$ cat config.mk
export PLATFORM = sky130hd
export DESIGN_NAME = mem_access_arbiter
export DESIGN_NICKNAME = d
export VERILOG_FILES = /design/src/rtl/mem_arb_pkg.sv /design/src/rtl/mem_arb_timeout_counter.sv /design/src/rtl/mem_access_arbiter.sv
export SDC_FILE = /design/constraint.sdc
export NUM_CORES = 1
export LEC_CHECK = 0
export CAP_MARGIN = 15
export CORE_MARGIN = 3
export CORE_UTILIZATION = 46
export CTS_BUF_LIST = sky130_fd_sc_hd__clkbuf_2
export DETAILED_ROUTE_END_ITERATION = 10
export GPL_TIMING_DRIVEN = 0
export PLACE_DENSITY = 0.88
export SETUP_SLACK_MARGIN = 0.05
export SYNTH_ARGS = -nofsm -noshare
export SYNTH_HDL_FRONTEND = slang
export SYNTH_SLANG_ARGS = --single-unit
$ cat constraint.sdc
create_clock -name Clock -period 4.7 [get_ports Clock]
set_input_delay 0.47 -clock Clock [delete_from_list [all_inputs] [get_ports Clock]]
set_output_delay 0.47 -clock Clock [all_outputs]
set_load 0.005 [all_outputs]
$ cat src/rtl/mem_arb_pkg.sv
// Shared state, bus-operation, error-cause and grant encodings for the memory access arbiter.
package mem_arb_pkg;

    typedef enum logic [1:0] {
        IDLE   = 2'b00,
        ACCESS = 2'b01,
        RESP   = 2'b10
    } arb_state_e;

    localparam logic [1:0] MEM_OP_READ  = 2'b00;
    localparam logic [1:0] MEM_OP_WRITE = 2'b01;
    localparam logic [1:0] MEM_OP_HIZ   = 2'b10;

    localparam logic [1:0] ERR_NONE    = 2'b00;
    localparam logic [1:0] ERR_MEM     = 2'b01;
    localparam logic [1:0] ERR_TIMEOUT = 2'b10;

    localparam logic GRANT_FETCH = 1'b0;
    localparam logic GRANT_DATA  = 1'b1;

endpackage

$ cat src/rtl/mem_arb_timeout_counter.sv
// Counts ACCESS cycles for the memory arbiter; expired_o flags the last permitted cycle.
module mem_arb_timeout_counter #(
    parameter int TIMEOUT_CYCLES = 16
) (
    input  logic clk_i,
    input  logic rst_ni,
    input  logic clear_i,
    input  logic enable_i,
    output logic expired_o
);

    localparam int CNT_W = $clog2(TIMEOUT_CYCLES + 1);

    logic [CNT_W-1:0] count_q, count_d;

    always_comb begin
        count_d = count_q;
        if (clear_i) begin
            count_d = '0;
        end else if (enable_i) begin
            count_d = count_q + 1'b1;
        end
    end

    always_ff @(posedge clk_i or negedge rst_ni) begin
        if (!rst_ni) begin
            count_q <= '0;
        end else begin
            count_q <= count_d;
        end
    end

    assign expired_o = (count_q == CNT_W'(TIMEOUT_CYCLES - 1));

endmodule

$ cat src/rtl/mem_access_arbiter.sv
// Shares one memory port between instruction fetch and data access with a bus timeout.
// Optional round-robin tie-break on simultaneous requests: define MEM_ARB_ROUND_ROBIN_EN.
module mem_access_arbiter
    import mem_arb_pkg::*;
#(
    parameter int ADDR_W         = 32,
    parameter int DATA_W         = 32,
    parameter int TIMEOUT_CYCLES = 16
) (
    input  logic              Clock,
    input  logic              Reset_n,
    input  logic              Fetch_Req,
    input  logic [ADDR_W-1:0] Fetch_Address,
    output logic              Fetch_Ack,
    input  logic              Data_Req,
    input  logic              Data_Write,
    input  logic [ADDR_W-1:0] Data_Address,
    input  logic [DATA_W-1:0] Data_Wdata,
    output logic              Data_Ack,
    output logic [DATA_W-1:0] Rsp_Data,
    output logic              Rsp_Err,
    output logic [ADDR_W-1:0] MEM_Address,
    output logic [DATA_W-1:0] MEM_Data_In,
    output logic [1:0]        MEM_r_w_z_z,
    input  logic [DATA_W-1:0] MEM_Data_Out,
    input  logic              MEM_MFC,
    input  logic              MEM_ERROR,
    output logic              Busy,
    output logic              Error_Flag,
    output logic [1:0]        Error_Cause,
    output logic [ADDR_W-1:0] Error_Address
);

    arb_state_e        state_q, state_d;
    logic              grant_q, grant_d;
    logic [ADDR_W-1:0] mem_addr_q, mem_addr_d;
    logic [DATA_W-1:0] mem_wdata_q, mem_wdata_d;
    logic [1:0]        mem_op_q, mem_op_d;
    logic              fetch_ack_q, fetch_ack_d;
    logic              data_ack_q, data_ack_d;
    logic [DATA_W-1:0] rsp_data_q, rsp_data_d;
    logic              rsp_err_q, rsp_err_d;
    logic              busy_q, busy_d;
    logic              err_flag_q, err_flag_d;
    logic [1:0]        err_cause_q, err_cause_d;
    logic [ADDR_W-1:0] err_addr_q, err_addr_d;
    logic              win;
    logic              done;
    logic              fail;
    logic [1:0]        cause;
    logic              timeout_expired;

    mem_arb_timeout_counter #(
        .TIMEOUT_CYCLES(TIMEOUT_CYCLES)
    ) u_timeout (
        .clk_i    (Clock),
        .rst_ni   (Reset_n),
        .clear_i  (state_q != ACCESS),
        .enable_i (state_q == ACCESS),
        .expired_o(timeout_expired)
    );

`ifdef MEM_ARB_ROUND_ROBIN_EN
    logic last_grant_q, last_grant_d;

    // On a tie the requester that did not win last time goes first.
    assign win = (Fetch_Req && Data_Req)
                 ? ((last_grant_q == GRANT_DATA) ? GRANT_FETCH : GRANT_DATA)
                 : (Data_Req ? GRANT_DATA : GRANT_FETCH);

    always_comb begin
        last_grant_d = last_grant_q;
        if (state_q == IDLE && (Fetch_Req || Data_Req)) begin
            last_grant_d = win;
        end
    end

    always_ff @(posedge Clock or negedge Reset_n) begin
        if (!Reset_n) begin
            last_grant_q <= GRANT_FETCH;
        end else begin
            last_grant_q <= last_grant_d;
        end
    end
`else
    assign win = Data_Req ? GRANT_DATA : GRANT_FETCH;
`endif

    always_comb begin
        state_d     = state_q;
        grant_d     = grant_q;
        mem_addr_d  = mem_addr_q;
        mem_wdata_d = mem_wdata_q;
        mem_op_d    = mem_op_q;
        fetch_ack_d = 1'b0;
        data_ack_d  = 1'b0;
        rsp_data_d  = rsp_data_q;
        rsp_err_d   = rsp_err_q;
        err_flag_d  = err_flag_q;
        err_cause_d = err_cause_q;
        err_addr_d  = err_addr_q;
        done        = 1'b0;
        fail        = 1'b0;
        cause       = ERR_NONE;

        case (state_q)
            IDLE: begin
                if (Fetch_Req || Data_Req) begin
                    state_d = ACCESS;
                    grant_d = win;
                    if (win == GRANT_DATA) begin
                        mem_addr_d  = Data_Address;
                        mem_wdata_d = Data_Wdata;
                        mem_op_d    = Data_Write ? MEM_OP_WRITE : MEM_OP_READ;
                    end else begin
                        mem_addr_d = Fetch_Address;
                        mem_op_d   = MEM_OP_READ;
                    end
                end
            end
            ACCESS: begin
                // An address fault outranks a completion reported in the same cycle.
                if (MEM_ERROR) begin
                    done  = 1'b1;
                    fail  = 1'b1;
                    cause = ERR_MEM;
                end else if (MEM_MFC) begin
                    done = 1'b1;
                    if (mem_op_q == MEM_OP_READ) begin
                        rsp_data_d = MEM_Data_Out;
                    end
                end else if (timeout_expired) begin
                    done  = 1'b1;
                    fail  = 1'b1;
                    cause = ERR_TIMEOUT;
                end
                if (done) begin
                    state_d     = RESP;
                    mem_op_d    = MEM_OP_HIZ;
                    rsp_err_d   = fail;
                    fetch_ack_d = (grant_q == GRANT_FETCH);
                    data_ack_d  = (grant_q == GRANT_DATA);
                    if (fail && !err_flag_q) begin
                        err_flag_d  = 1'b1;
                        err_cause_d = cause;
                        err_addr_d  = mem_addr_q;
                    end
                end
            end
            RESP: begin
                state_d = IDLE;
            end
            default: begin
                state_d  = IDLE;
                mem_op_d = MEM_OP_HIZ;
            end
        endcase

        busy_d = (state_d != IDLE);
    end

    always_ff @(posedge Clock or negedge Reset_n) begin
        if (!Reset_n) begin
            state_q     <= IDLE;
            grant_q     <= GRANT_FETCH;
            mem_addr_q  <= '0;
            mem_wdata_q <= '0;
            mem_op_q    <= MEM_OP_HIZ;
            fetch_ack_q <= 1'b0;
            data_ack_q  <= 1'b0;
            rsp_data_q  <= '0;
            rsp_err_q   <= 1'b0;
            busy_q      <= 1'b0;
            err_flag_q  <= 1'b0;
            err_cause_q <= ERR_NONE;
            err_addr_q  <= '0;
        end else begin
            state_q     <= state_d;
            grant_q     <= grant_d;
            mem_addr_q  <= mem_addr_d;
            mem_wdata_q <= mem_wdata_d;
            mem_op_q    <= mem_op_d;
            fetch_ack_q <= fetch_ack_d;
            data_ack_q  <= data_ack_d;
            rsp_data_q  <= rsp_data_d;
            rsp_err_q   <= rsp_err_d;
            busy_q      <= busy_d;
            err_flag_q  <= err_flag_d;
            err_cause_q <= err_cause_d;
            err_addr_q  <= err_addr_d;
        end
    end

    assign Fetch_Ack     = fetch_ack_q;
    assign Data_Ack      = data_ack_q;
    assign Rsp_Data      = rsp_data_q;
    assign Rsp_Err       = rsp_err_q;
    assign MEM_Address   = mem_addr_q;
    assign MEM_Data_In   = mem_wdata_q;
    assign MEM_r_w_z_z   = mem_op_q;
    assign Busy          = busy_q;
    assign Error_Flag    = err_flag_q;
    assign Error_Cause   = err_cause_q;
    assign Error_Address = err_addr_q;

endmodule

### Word level (Yosys, flattened, before mapping)

Cells that the tools add are included.

| word-level totals | value |
|---|---|
| memory bits (read-only) | 0 |
| bits in latches | 0 |
| output and inout port bits | 137 |
| memory bits (writable) | 0 |
| bits of input ports | 135 |
| memories kept | 0 |
| bits in registers | 145 |

| operators by class | value |
|---|---|
| equality and inequality tests | 6 |
| multiplexer cells | 26 |
| bitwise logic cells | 3 |
| $lt $le $gt $ge | 0 |
| add/sub/neg operators | 1 |
| shift operators | 0 |
| multiply operators | 0 |
| divide/modulo/power cells | 0 |
| reductions and logical operators | 13 |

Operator list:

| cell | count |
|---|---|
| 2-to-1 mux 32 bit | 1 |
| 2-to-1 mux 1 bit | 14 |
| 2-to-1 mux 2 bit | 7 |
| 2-to-1 mux 5 bit | 2 |
| AND reduction 3 bit | 3 |
| one-hot mux 2 bit (3 select lines) | 1 |
| adder 5 x 1 -> 5 bit, second input constant | 1 |
| equality test 5 x 4 -> 1 bit, second input constant | 1 |
| logical NOT 2 bit | 2 |
| != test 2 bit, second input constant | 2 |
| one-hot mux 2 bit (2 select lines) | 1 |
| AND reduction 2 bit | 2 |
| AND reduction 4 bit | 1 |
| nonzero test 2 bit | 2 |
| inverter 1 bit | 3 |
| equality test 2 x 1 -> 1 bit, second input constant | 1 |
| equality test 2 bit, second input constant | 1 |
| != test 2 x 1 -> 1 bit, second input constant | 1 |
| logical AND 1 bit | 1 |
| logical NOT 1 bit | 1 |
| logical OR 1 bit | 1 |

### Depth between registers and ports, before layout

Gate-level depths: netlist of the first run.

| logic depth | value |
|---|---|
| word-level depth | 8 |
| mapped depth | 7 |
| mapped depth without buffers | 6 |

### Hierarchy

Synthesis of the first run repeated with hierarchy kept, for this count alone.

| unflattened totals | value |
|---|---|
| cells, all modules | 375 |
| area total of the unflattened synthesis | 5,929.4 um^2 |

Modules (own cells, without submodules):

| module | sequential area each (um^2) | cells an instance | instances | area an instance (um^2) |
|---|---|---|---|---|
| mem_access_arbiter | 3,504.6 | 352 | 1 | 5,659.2 |
| mem_arb_timeout_counter | 125.1 | 23 | 1 | 270.3 |

### Worst setup path after synthesis of the first run

OpenSTA, ideal clock, no wires.

| path | value |
|---|---|
| kind | register to register |
| from | register u_timeout.count_q[0] |
| to | register err_addr_q[10] (netlist: Error_Address[10]) |
| required time | 4,575 ps |
| setup time | 125 ps |
| arrival | 1,873 ps |
| cell stages (with the launch flop) | 8 |
| setup slack | 2,702 ps |
| path buffers | 1 |
| cells stage by stage | dfrtp_1 > ha_1 > and3_1 > ha_1 > nand2b_1 > a211oi_4 > buf_6 > mux2_2 |

| between the ends | value |
|---|---|
| longest elaborated chain between the ends | 7 |

RTL lines:

| element | RTL line | text |
|---|---|---|
| start: declaration | mem_arb_timeout_counter.sv:14 | `logic [CNT_W-1:0] count_q, count_d;` |
| start signal: assignment | mem_arb_timeout_counter.sv:29 | `count_q <= count_d;` |
| equality test 5 x 4 -> 1 bit * | mem_arb_timeout_counter.sv:33 | `assign expired_o = (count_q == CNT_W'(TIMEOUT_CYCLES - 1));` |
| 2-to-1 mux 1 bit * | mem_access_arbiter.sv:132 | `end else if (timeout_expired) begin` |
| 2-to-1 mux 1 bit | mem_access_arbiter.sv:127 | `end else if (MEM_MFC) begin` |
| 2-to-1 mux 1 bit | mem_access_arbiter.sv:123 | `if (MEM_ERROR) begin` |
| 2-to-1 mux 1 bit | mem_access_arbiter.sv:106 | `case (state_q)` |
| logical AND 1 bit | mem_access_arbiter.sv:143 | `if (fail && !err_flag_q) begin` |
| AND reduction 3 bit (no line) * | n/a |  |
| end signal: assignment | mem_access_arbiter.sv:190 | `err_addr_q <= err_addr_d;` |
| end: declaration | mem_access_arbiter.sv:46 | `logic [ADDR_W-1:0] err_addr_q, err_addr_d;` |

Mark *: on every way between the ends. The rest lies on a longest branch, timed or not. The select of a mux whose other input is x is not followed.
A chain may end at the register's enable or synchronous reset.

### Worst setup path after layout of the first run

| path | value |
|---|---|
| from | register mem_op_q[1] (netlist: MEM_r_w_z_z[1]) |
| to | output port MEM_r_w_z_z[1] |

RTL lines:

| element | RTL line | text |
|---|---|---|
| start: declaration | mem_access_arbiter.sv:38 | `logic [1:0] mem_op_q, mem_op_d;` |
| start signal: assignment | mem_access_arbiter.sv:182 | `mem_op_q <= mem_op_d;` |
| end: declaration | mem_access_arbiter.sv:24 | `output logic [1:0] MEM_r_w_z_z,` |

No word-level cell between the ends.

==> metrics.md, run 1 <==
| Metric | Value |
|---|---|
| Peak supply drop | between 0.3 and 0.4 mV |
| Critical Path End Type | output pin |
| Core ar. | about 0.012 mm2 |
| Largest net degree at the start of global routing | 76 |
| Clk Latency, worst-skew pair | about 0.70 ns |
| Post-synthesis compound-gate area fraction | 1.48% |
| Drt pass-1 iters | 4 |
| Clock H-tree levels | 4 |
| Final core occ | about three quarters |
| Layout filler cell count | 835 |
| RePlAce Congestion | ~0.76 |
| DR WL/cell | about 18 um |
| Combinational family with the most area after synthesis | multiplexers |
| # rows | 40 |
| First-pass GRT wire length | between 20 and 25 mm |
| I/O Buffers | 270 |
| Vias | approximately 4,100 |
| Clock sinks | ~150 |
| Fin nets | ~800 |
| Crit-path cells | clkdlybuf4s50_1 |
| Design Power | 5.28 mW |
| Biggest cell delay along the critical path | approximately 0.6 ns |
| Setup TNS | 0 ns |
| CTS tree | built |
| Worst Tran Pin Value | ~0.72 ns |
| Tcrit/Tclk final | between 40% and 50% |
| WP buf/inv | 1 |
| Required time worst endpoint | 4.23 ns |
| Critical path's slowest cell | dfstp_2 |
| Post-route ant nets | 0 |
| Int Power | 3.78 mW |
| Fmax | around 450 MHz |
| CTS Buffer Depth | 2 |
| Die height | 119 um |
| RSZ-0062 raised after global routing | false |
| Final setup vio count | 0 |
| Pre-CTS setup slack | about 2.3 ns |
| Multiplexer share of the synthesized area | 31.3% |
| Syn_nets | 506 |
| Number of flops mapped to enable cells by yosys | 0 |
| Relative contribution of sequential cells to total power | 41.4% |
| Leak | 3.85 nW |
| Gr usage total | around 22% |
| Slack of the critical path | 2.46 ns |
| CP arrival | roughly 1.8 ns |
| Total Wirelength | around 15 mm |
| Most used flip-flop cell after synthesis | dfrtp_1 |
| Global route overflow | 0 |
| Worst Hold Class | primary input to async pin |
| HPWL after detailed placement | around 12 mm |
| Top-level I/O count | between 200 and 300 |
| Synth Area in Adders | 0.429% |
| Die area | 0.0141 mm2 |
| Synth cell count leaders | mux2_2 (151), dfrtp_1 (144), buf_2 (11), mux2_1 (11), nor2_1 (9) |
| Area of the multi-input gates | between 0.002 and 0.0025 mm2 |
| Power per cell area | just under 600 mW/mm2 |
| Synth area leader | dfrtp_1 |
| Clk pwr share | 14.5% |
| Startpoint class of the critical path | flop |
| Clock Pin Slew Worst Setup and Hold Paths | around 0.20 ns |
| Storage cell area | ~0.0036 mm2 |
| Max cap viols | 0 |
| P&R area growth vs syn | 55.1% |
| Initial drt markers | between 100 and 150 |
| Post-route minimum period | ~2.2 ns |
| Cts repair resizes | 0 |
| Setup bufs post-CTS | 0 |
| Die width | between 100 and 150 um |
| Post-Syn Area | a little under 0.006 mm2 |
| Most frequent cell after synthesis | mux2_2 |
| CP top delay family | flip-flops |
| Combinational share of power | about 44% |
| Run status | finished, final reports clean |
| Kind of critical path | flop to output pin |
| Area share of the largest cell type after synthesis | approximately 62% |
| XOR/XNOR Fraction of Synth Area | 0.300% |
| Syn Area/Cell | 15.8 um2 |
| Sw Pwr | roughly 1.5 mW |
| CTS Buf Count | 17 |
| Yosys warning total | 0 |
| Initial antenna violation count | 1 |
| # DRC | 0 |
| Clock Skew | approximately 0.04 ns |
| Sw Share | between 20% and 30% |
| Max FO, Critical Path | 4 |
| Slew HR | 51.9% |
| Root Driver | clkbuf_2 |
| Layout cell share with drive strength beyond 1 | ~30% |
| Post-Synthesis Cells | between 300 and 400 |
| Final Hold Fails | 0 |
| Slew Limit Fails | 0 |
| Post-synthesis register bit count | approximately 150 |
| Post-Synth Simple-Gate Area | under 10% |
| Synth area leaders | dfrtp_1 (62%), mux2_2 (29%), mux2_1 (2.1%), buf_2 (0.94%), nor2_1 (0.58%) |
| Vias in the first global route | about 4,500 |
| Yosys cell types | 31 |
| Hold-fix buffers, CTS | 1 |
| Initial core utilization | between 40% and 50% |
| Seq/Total Area, Yosys | just over 60% |
| Via density | between 4 and 5 |
| Synth async-reset ratio | between 90% and 100% |
cell type report:
cell class              count  share of cell area [%]
repair buffers            272                    30.3
inverters                   2                  0.0830
clock inverters            14                    1.88
diodes                      1                  0.0277
well taps                 168                    2.32
plain buffers              18                    1.15
clock buffers              18                   0.996
flip-flops and latches    145                    40.1
multi-input cells         204                    23.1
placed cells by master (no fill, tap or decap), types with 9 or more instances in the layout:
| master | Yosys | final |
|---|---|---|
| buf_2 | 11 | 11 |
| nor2_1 | 9 | 9 |
| clkdlybuf4s50_1 | 0 | 269 |
| mux2_2 | 151 | 151 |
| clkbuf_2 | 0 | 18 |
| mux2_1 | 11 | 11 |
| dfrtp_1 | 144 | 144 |
sequential cells by signal, summed over array words and instances, names as in the netlist:
register	flops
Error_Cause	2
state_q	2
Error_Flag	1
u_timeout.count_q	5
MEM_Data_In	32
grant_q	1
Busy	1
MEM_Address	32
Fetch_Ack	1
Data_Ack	1
Rsp_Err	1
Error_Address	32
Rsp_Data	32
MEM_r_w_z_z	2
logic make-up (layout without fill, tap and decap cells):
logic type	after synthesis	in the layout
buf+inv	20	324
simple gates	28	28
mux	162	162
flops	145	145
other cells	0	1
xor+xnor	2	2
compound gates	10	10
fa+ha+maj	2	2
path summary, 6_finish.rpt:
path                                       from                to  slack (ns)  cells after the start
hold / removal                          Reset_n  Error_Address[9]        0.35                      2
min in group Clock              MEM_Data_Out[6]       Rsp_Data[6]        0.38                      2
max in group asynchronous               Reset_n    MEM_r_w_z_z[1]        3.49                      3
setup reg to reg           u_timeout.count_q[0]  Error_Address[4]        2.50                      7
setup / recovery                 MEM_r_w_z_z[1]    MEM_r_w_z_z[1]        2.46                      1
hold reg to reg                         grant_q         Fetch_Ack        0.47                      1
power groups by stage:
| stage | Sequential (mW) | Combinational (mW) | Clock [mW] |
|---|---|---|---|
| floorplan | 2.22 | 0.787 | 0 |
| global placement | 2.17 | 2.30 | 0 |
| detailed placement | 2.22 | 2.37 | 0 |
| CTS | 2.19 | 2.38 | 0.791 |
| global route | 2.27 | 2.49 | 0.851 |
| finish | 2.19 | 2.33 | 0.763 |
stage by stage:
stage | area [um2] | hold WS [ns] | std cells
after floorplan | 5830 | 0.174 | 369
after global placement | 8750 | 0.444 | 807
after detailed placement | 8770 | 0.446 | 808
after CTS | 9040 | 0.287 | 841
after global routing | 9050 | 0.255 | 842
final | 9050 | 0.351 | 842
layer usage:
metal / vias to the layer above / routed length, um / track usage, %
met5: - / 0 / 0
met2: 167 / 7890 / 38.6
met4: 0 / 267 / 7.89
li1: 1887 / - / -
met1: 1990 / 5500 / 23.6
met3: 22 / 1380 / 9.57
Power figures use the tool's default switching activity.
==> run 2, diff against run 1 <==
--- a/config.mk
+++ b/config.mk
@@ -7,11 +7,11 @@
 export LEC_CHECK = 0
 export CAP_MARGIN = 15
 export CORE_MARGIN = 3
-export CORE_UTILIZATION = 46
+export CORE_UTILIZATION = 38
 export CTS_BUF_LIST = sky130_fd_sc_hd__clkbuf_2
 export DETAILED_ROUTE_END_ITERATION = 10
 export GPL_TIMING_DRIVEN = 0
-export PLACE_DENSITY = 0.88
+export PLACE_DENSITY = 0.78
 export SETUP_SLACK_MARGIN = 0.05
 export SYNTH_ARGS = -nofsm -noshare
 export SYNTH_HDL_FRONTEND = slang
==> constraint.sdc (replaced) <==
create_clock -name Clock -period 1.95 [get_ports Clock]
set_input_delay 0.195 -clock Clock [delete_from_list [all_inputs] [get_ports Clock]]
set_output_delay 0.195 -clock Clock [all_outputs]
set_load 0.005 [all_outputs]
==> run 2 against run 1 <==
Net effect:
- register-to-register slack lost 2.5 ns
- the run now ends with setup timing left
- wire length grew 7.1%
- cell count grew 9.0%
- global-route usage shrank 4.1 points
- highest routed layer unchanged
==> metrics.md, run 2 (same netlist as run 1, synthesis figures left out) <==
| Metric | Value |
|---|---|
| Run status | finished with violations (was finished, final reports clean) |
| Failing checks | setup timing |
| Tcrit/Tclk final | 101% |
| Required time worst endpoint | 2.53 ns (was 4.23 ns) |
| Clock Pin Slew Worst Setup and Hold Paths | 0.20 ns (about the same) |
| Initial core utilization | 39.5% (was 47.8%) |
| Post-route cell area | 0.0100 mm2 (was 0.00905 mm2) |
| Kind of critical path | flop to flop (was flop to output pin) |
| Die area | 0.0169 mm2 (was 0.0141 mm2) |
| Crit-path cells | ha_2 > and3_4 > ha_4 > nand2b_4 > a211oi_4 > buf_6 > buf_12 > mux2_2 (was clkdlybuf4s50_1) |
| Initial drt markers | 130 (unchanged) |
| Power per cell area | 1330 mW/mm2 (was 584 mW/mm2) |
| Core ar. | 0.0148 mm2 (was 0.0122 mm2) |
| Clock sinks | 145 (unchanged) |
| Largest net degree at the start of global routing | 83 (was 76) |
| Max FO, Critical Path | 10 (was 4) |
| Fmax | between 500 and 600 MHz |
| Total Wirelength | 16.1 mm (was 15.0 mm) |
| Layout filler cell count | 1,035 (was 835) |
| Placed inst area | 0.00883 mm2 (was 0.00877 mm2) |
| Vias | 4,381 (was 4,066) |
| Min Hold Slack | 0.110 ns (was 0.351 ns) |
| First-pass GRT wire length | 23.1 mm (was 23.9 mm) |
| Die height | 130 um (was 119 um) |
| Storage cell area | 0.00363 mm2 (unchanged) |
| Critical path's slowest cell | dfrtp_1 (was dfstp_2) |
| CTS Buf Count | 17 (unchanged) |
| Cell count of the worst reg-to-reg path | 8 (was 7) |
| Hold Path End | MEM_Data_In[5] |
| Drt pass-1 iters | 4 (unchanged) |
| I/O Buffers | 270 (unchanged) |
| Final setup vio count | 8 (was 0) |
| Fin nets | 858 (was 797) |
| Startpoint class of the critical path | flop (unchanged) |
| RePlAce Congestion | 0.703 (was 0.765) |
| Top-level I/O count | 272 (unchanged) |
| # rows | 44 (was 40) |
| Slack of the critical path | -0.0126 ns (was 2.46 ns) |
| Ant diodes | 0 (was 1) |
| Peak supply drop | 0.970 mV (was 0.332 mV) |
| Critical Path End Type | flop (was output pin) |
| Worst Tran Pin Value | 0.625 ns (was 0.721 ns) |
| # DRC | 0 (unchanged) |
| Max cap viols | 0 (unchanged) |
| Area of the multi-input gates | 0.00220 mm2 (was 0.00209 mm2) |
| Post-route ant nets | 0 (unchanged) |
| Layout cell share with drive strength beyond 1 | 36.2% (was 29.7%) |
| Vias in the first global route | 4,565 (was 4,474) |
| Biggest cell delay along the critical path | 0.40 ns (was 0.59 ns) |
| Slew Limit Fails | 0 (unchanged) |
| Leak | 5.47 nW (was 3.85 nW) |
| RSZ-0062 raised after global routing | true (was false) |
| Hold Path Depth | 2 |
| Final Hold Fails | 0 (unchanged) |
| Global route overflow | 0 (unchanged) |
| CP Launch Point | u_timeout.count_q[1] (was MEM_r_w_z_z[1]) |
| Slew HR | 58.0% (was 51.9%) |
| Min-Delay Startpoint | Data_Wdata[5] |
| Reg2reg end | Error_Address[11] (was Error_Address[4]) |
| Most common cell after layout, fill and taps aside | clkdlybuf4s50_1 (unchanged) |
| Clk Latency, worst-skew pair | 0.67 ns (was 0.70 ns) |
| Most frequent cells in the layout | clkdlybuf4s50_1 (145), dfrtp_1 (144), mux2_2 (139) (was clkdlybuf4s50_1 (269), mux2_2 (151), dfrtp_1 (144)) |
| Die width | 130 um (was 119 um) |
| Post-route minimum period | 1.96 ns |
| Initial antenna violation count | 0 (was 1) |
| CP arrival | 2.55 ns (was 1.77 ns) |
| P&R area growth vs syn | 71.7% (was 55.1%) |
| Root Driver | clkbuf_2 (unchanged) |
| CTS Buffer Depth | 2 (unchanged) |
| Reg2reg setup slack | -0.01 ns (was 2.50 ns) |
| Gr usage total | 17.9% (was 22.0%) |
| Via density | 4.77 (was 4.83) |
| Clock Skew | 0.0175 ns (was 0.0390 ns) |
| HPWL after detailed placement | 11.4 mm (was 11.7 mm) |
| FF-to-FF Start | u_timeout.count_q[1] (was u_timeout.count_q[0]) |
| DR WL/cell | 17.5 um (was 17.9 um) |
| Worst Hold Class | primary input to flop (was primary input to async pin) |
| Clock H-tree levels | 4 (unchanged) |
| CTS tree | built (unchanged) |
==> run 2: cell count changes in the layout (fill, tap and decap cells not counted), sizes merged <==
cell	delta
buf	+52
clkinvlp	-1
diode	-1
dlygate4sd3	+9
bufinv	+2
clkdlybuf4s50	-124
dlygate4sd2	+18
clkbuf	-1
dlymetal6s2s	+106
==> run 2: worst max-delay path by stage <==
stage	cells past startpoint	to	slack, ns
floorplan	7	Error_Address[10]	0.04
global placement	1	Rsp_Data[3]	-4.80
detailed placement	7	Error_Address[26]	-0.24
CTS	8	Error_Address[21]	-0.05
global route	8	Error_Address[3]	-0.11
finish	8	Error_Address[11]	-0.01
==> run 2: layout make-up <==
type                            count  share of cell area (%)
Buffer                             17                    1.26
Clock buffer                       17                   0.849
Clock inverter                     15                    2.20
Inverter                            2                  0.0749
Multi-Input combinational cell    204                    22.0
Sequential cell                   145                    36.2
Tap cell                          184                    2.30
Timing Repair Buffer              334                    35.1
==> run 2: what timing repair did <==
action | CTS | global route
resized for setup | 36 | 118
hold buffers | 2 | 8
pin swaps | 1 | 1
setup buffers | 27 | 24
setup endpoints to repair | 88 | 147
gates cloned | 1 | 1
hold endpoints to repair | 144 | 8
==> run 2: worst max-delay path, delay by kind of cell, from the launching register on <==
family | cells | cell delay, ns
simple gates | 2 | 0.24
buf+inv | 2 | 0.36
flops | 1 | 0.40
mux | 1 | 0.33
compound gates | 1 | 0.22
fa+ha+maj | 2 | 0.32
==> run 2: per-layer routing <==
metal  GRT usage, %  vias up  part of all wire [%]
met1           19.2     2159                    37
met5              0        -                     0
met2           31.8      187                    52
met3           7.45       22                   8.4
met4           6.42        0                   2.1
li1               -     2013                     -
==> run 2: stage by stage <==
stage	setup TNS [ns]	setup WS, ns	util, %	std cells	power (mW)
6_report	-0.0710	-0.0126	67.9	918	13.4
2_1_floorplan	0	0.0418	-	369	7.26
5_1_grt	-2.53	-0.113	67.9	918	14.2
3_3_place_gp	-697.68	-4.80	59.7	823	10.8
4_1_cts	-0.712	-0.0492	63.9	885	13.4
3_5_place_dp	-6.41	-0.239	59.8	824	11.0
==> run 2: report_power, final <==
group / leakage, nW / switching (mW) / internal (mW) / total (mW)
clock network: 0.173 / 1.03 / 1.07 / 2.10
logic: 3.53 / 1.97 / 4.11 / 6.09
registers: 1.77 / 0.750 / 4.42 / 5.17
==> run 3, diff against run 2 <==
==> constraint.sdc (replaced) <==
create_clock -name Clock -period 1.8 [get_ports Clock]
set_input_delay 0.18 -clock Clock [delete_from_list [all_inputs] [get_ports Clock]]
set_output_delay 0.18 -clock Clock [all_outputs]
set_load 0.005 [all_outputs]
==> run 3 against run 2 <==
Net effect:
- the flow still finishes with violations (setup timing)
- count of clock-buffer cells in the layout unchanged
- sequential share of layout area up 0.97 points
- sequential power up 7.5%
- worst setup slack worse by 0.15 ns
- sequential cell count unchanged
- clock skew down 0.00055 ns
- via count up 0.87%
- fmax about the same
- first-iteration DRC count down 20%
==> metrics.md, run 3 (same netlist as run 1, synthesis figures left out) <==
| Metric | Value |
|---|---|
| # DRC | 0 (unchanged) |
| Biggest cell delay along the critical path | 0.41 ns (was 0.40 ns) |
| Total Wirelength | 15.8 mm (was 16.1 mm) |
| DR WL/cell | 16.9 um (was 17.5 um) |
| Slew Limit Fails | 0 (unchanged) |
| Fmax | 509 MHz (was 510 MHz) |
| RSZ-0062 raised after global routing | true (unchanged) |
| Most common cell after layout, fill and taps aside | dfrtp_1 (was clkdlybuf4s50_1) |
| CTS tree | built (unchanged) |
| Kind of critical path | flop to flop (unchanged) |
| Post-route cell area | 0.00976 mm2 (was 0.0100 mm2) |
| Largest net degree at the start of global routing | 83 (unchanged) |
| Via density | 4.74 (was 4.77) |
| RePlAce Congestion | 0.703 (unchanged) |
| Required time worst endpoint | 2.39 ns (was 2.53 ns) |
| Gr usage total | 18.3% (was 17.9%) |
| Clock sinks | 145 (unchanged) |
| Storage cell area | 0.00363 mm2 (unchanged) |
| Placed inst area | 0.00883 mm2 (unchanged) |
| Die area | 0.0169 mm2 (unchanged) |
| Initial drt markers | 104 (was 130) |
| Slack of the critical path | -0.164 ns (was -0.0126 ns) |
| Worst Tran Pin Value | 0.622 ns (was 0.625 ns) |
| Die height | 130 um (unchanged) |
| I/O Buffers | 270 (unchanged) |
| Die width | 130 um (unchanged) |
| P&R area growth vs syn | 67.3% (was 71.7%) |
| Fin nets | 873 (was 858) |
| Initial antenna violation count | 0 (unchanged) |
| Power per cell area | 1430 mW/mm2 (was 1330 mW/mm2) |
| Final setup vio count | 36 (was 8) |
| First-pass GRT wire length | 23.7 mm (was 23.1 mm) |
| Startpoint class of the critical path | flop (unchanged) |
| Failing checks | setup timing (unchanged) |
| Max FO, Critical Path | 10 (unchanged) |
| Crit-path cells | ha_2 > and3_4 > ha_4 > nand2b_4 > a211oi_4 > buf_6 > buf_12 > mux2_2 (unchanged) |
| Post-route ant nets | 0 (unchanged) |
| Area of the multi-input gates | 0.00221 mm2 (was 0.00220 mm2) |
| Vias | 4,419 (was 4,381) |
| Root Driver | clkbuf_2 (unchanged) |
| Clock Skew | 0.0170 ns (was 0.0175 ns) |
| Clock H-tree levels | 4 (unchanged) |
| Post-route minimum period | 1.96 ns (about the same) |
| CTS Buf Count | 17 (unchanged) |
| Top-level I/O count | 272 (unchanged) |
| HPWL after detailed placement | 11.4 mm (unchanged) |
| Clk Latency, worst-skew pair | 0.69 ns (was 0.67 ns) |
| Pre-CTS setup slack | -0.389 ns (was -0.239 ns) |
| Core ar. | 0.0148 mm2 (unchanged) |
| CTS Buffer Depth | 2 (unchanged) |
| Layout cell share with drive strength beyond 1 | 35.8% (was 36.2%) |
| Run status | finished with violations (unchanged) |
| Peak supply drop | 0.924 mV (was 0.970 mV) |
| Final Hold Fails | 0 (unchanged) |
| Slew HR | 58.2% (was 58.0%) |
| Critical Path End Type | flop (unchanged) |
| Global route overflow | 0 (unchanged) |
| Design Power | 13.9 mW (was 13.4 mW) |
| Tcrit/Tclk final | 109% (was 101%) |
| Ant diodes | 0 (unchanged) |
| Clock Pin Slew Worst Setup and Hold Paths | 0.20 ns (about the same) |
| Worst Hold Class | primary input to flop (unchanged) |
| Most frequent cells in the layout | dfrtp_1 (144), mux2_2 (138), dlygate4sd2_1 (136) (was clkdlybuf4s50_1 (145), dfrtp_1 (144), mux2_2 (139)) |
| Vias in the first global route | 4,727 (was 4,565) |
| Drt pass-1 iters | 4 (unchanged) |
| Max cap viols | 0 (unchanged) |
| Leak | 4.58 nW (was 5.47 nW) |
| CP arrival | 2.55 ns (about the same) |
| Layout filler cell count | 1,133 (was 1,035) |
| # rows | 44 (unchanged) |
| Initial core utilization | 39.5% (unchanged) |
| Critical path's slowest cell | dfrtp_1 (unchanged) |
run 3: changes by cell type in the layout (fill, tap and decap cells not counted), moves of 2 or more:
| cell | delta |
|---|---|
| dlygate4sd2_1 | +118 |
| dlymetal6s2s_1 | -106 |
| dlygate4sd3_1 | +15 |
| clkdlybuf4s50_1 | -13 |
| clkbuf_4 | +2 |
run 3: timing repair:
action | 4_1_cts | 5_1_grt
gates cloned | 1 | 1
setup endpoints to repair | 231 | 48
setup buffers | 51 | 1
endpoints found under the hold margin | 156 | 11
pin swaps | 2 | 1
gates resized for setup | 159 | 14
hold buffers | 14 | 11
run 3: worst paths after layout:
path / startpoint / endpoint / slack (ns) / cells after the start
worst max-delay path: u_timeout.count_q[0] / Error_Address[2] / -0.16 / 8
worst min-delay path: Data_Wdata[5] / MEM_Data_In[5] / 0.09 / 2
worst max register to register: u_timeout.count_q[0] / Error_Address[2] / -0.16 / 8
worst min register to register: grant_q / Fetch_Ack / 0.48 / 1
max in group asynchronous: Reset_n / MEM_r_w_z_z[1] / 0.45 / 4
min in group asynchronous: Reset_n / Error_Address[15] / 0.56 / 3
run 3: area by class of cell:
type                    instances  area share (%)
clock inverters                15            2.26
well taps                     184            2.36
clock buffers                  17           0.872
repair buffers                349            33.3
flip-flops and latches        145            37.2
plain buffers                  17            1.32
multi-input cells             204            22.6
inverters                       2          0.0769
run 3: where the power goes:
part	internal (mW)	total, mW	switching, mW
Sequential	4.79	5.56	0.775
Clock	1.16	2.28	1.12
Combinational	3.92	6.07	2.15
Total	9.87	13.9	4.04
run 3: worst max-delay path, delay by kind of cell, from the launching register on:
family / cells / cell delay, ns
adders and majority gates: 2 / 0.33
AOI/OAI and AO/OA: 1 / 0.22
buffers and inverters: 2 / 0.36
muxes: 1 / 0.33
DFF: 1 / 0.41
and+or+nand+nor: 2 / 0.24
run 3: stage by stage:
stage	hold WS (ns)	cells	utilization, %	TNS [ns]
floorplan	-0.116	369	-	-3.18
global placement	0.447	823	59.7	-726.70
detailed placement	0.203	824	59.8	-18.39
CTS	0.0000663	921	64.9	-5.55
global route	-0.0136	933	66.1	-8.36
finish	0.0879	933	66.1	-4.75
run 3: layer usage:
metal | share of wire [%] | vias up | GRT usage [%]
met2 | 52 | 185 | 32.9
met1 | 37 | 2171 | 19.2
met3 | 8.9 | 26 | 7.57
met5 | 0 | - | 0
met4 | 2.4 | 0 | 6.72
li1 | - | 2037 | -
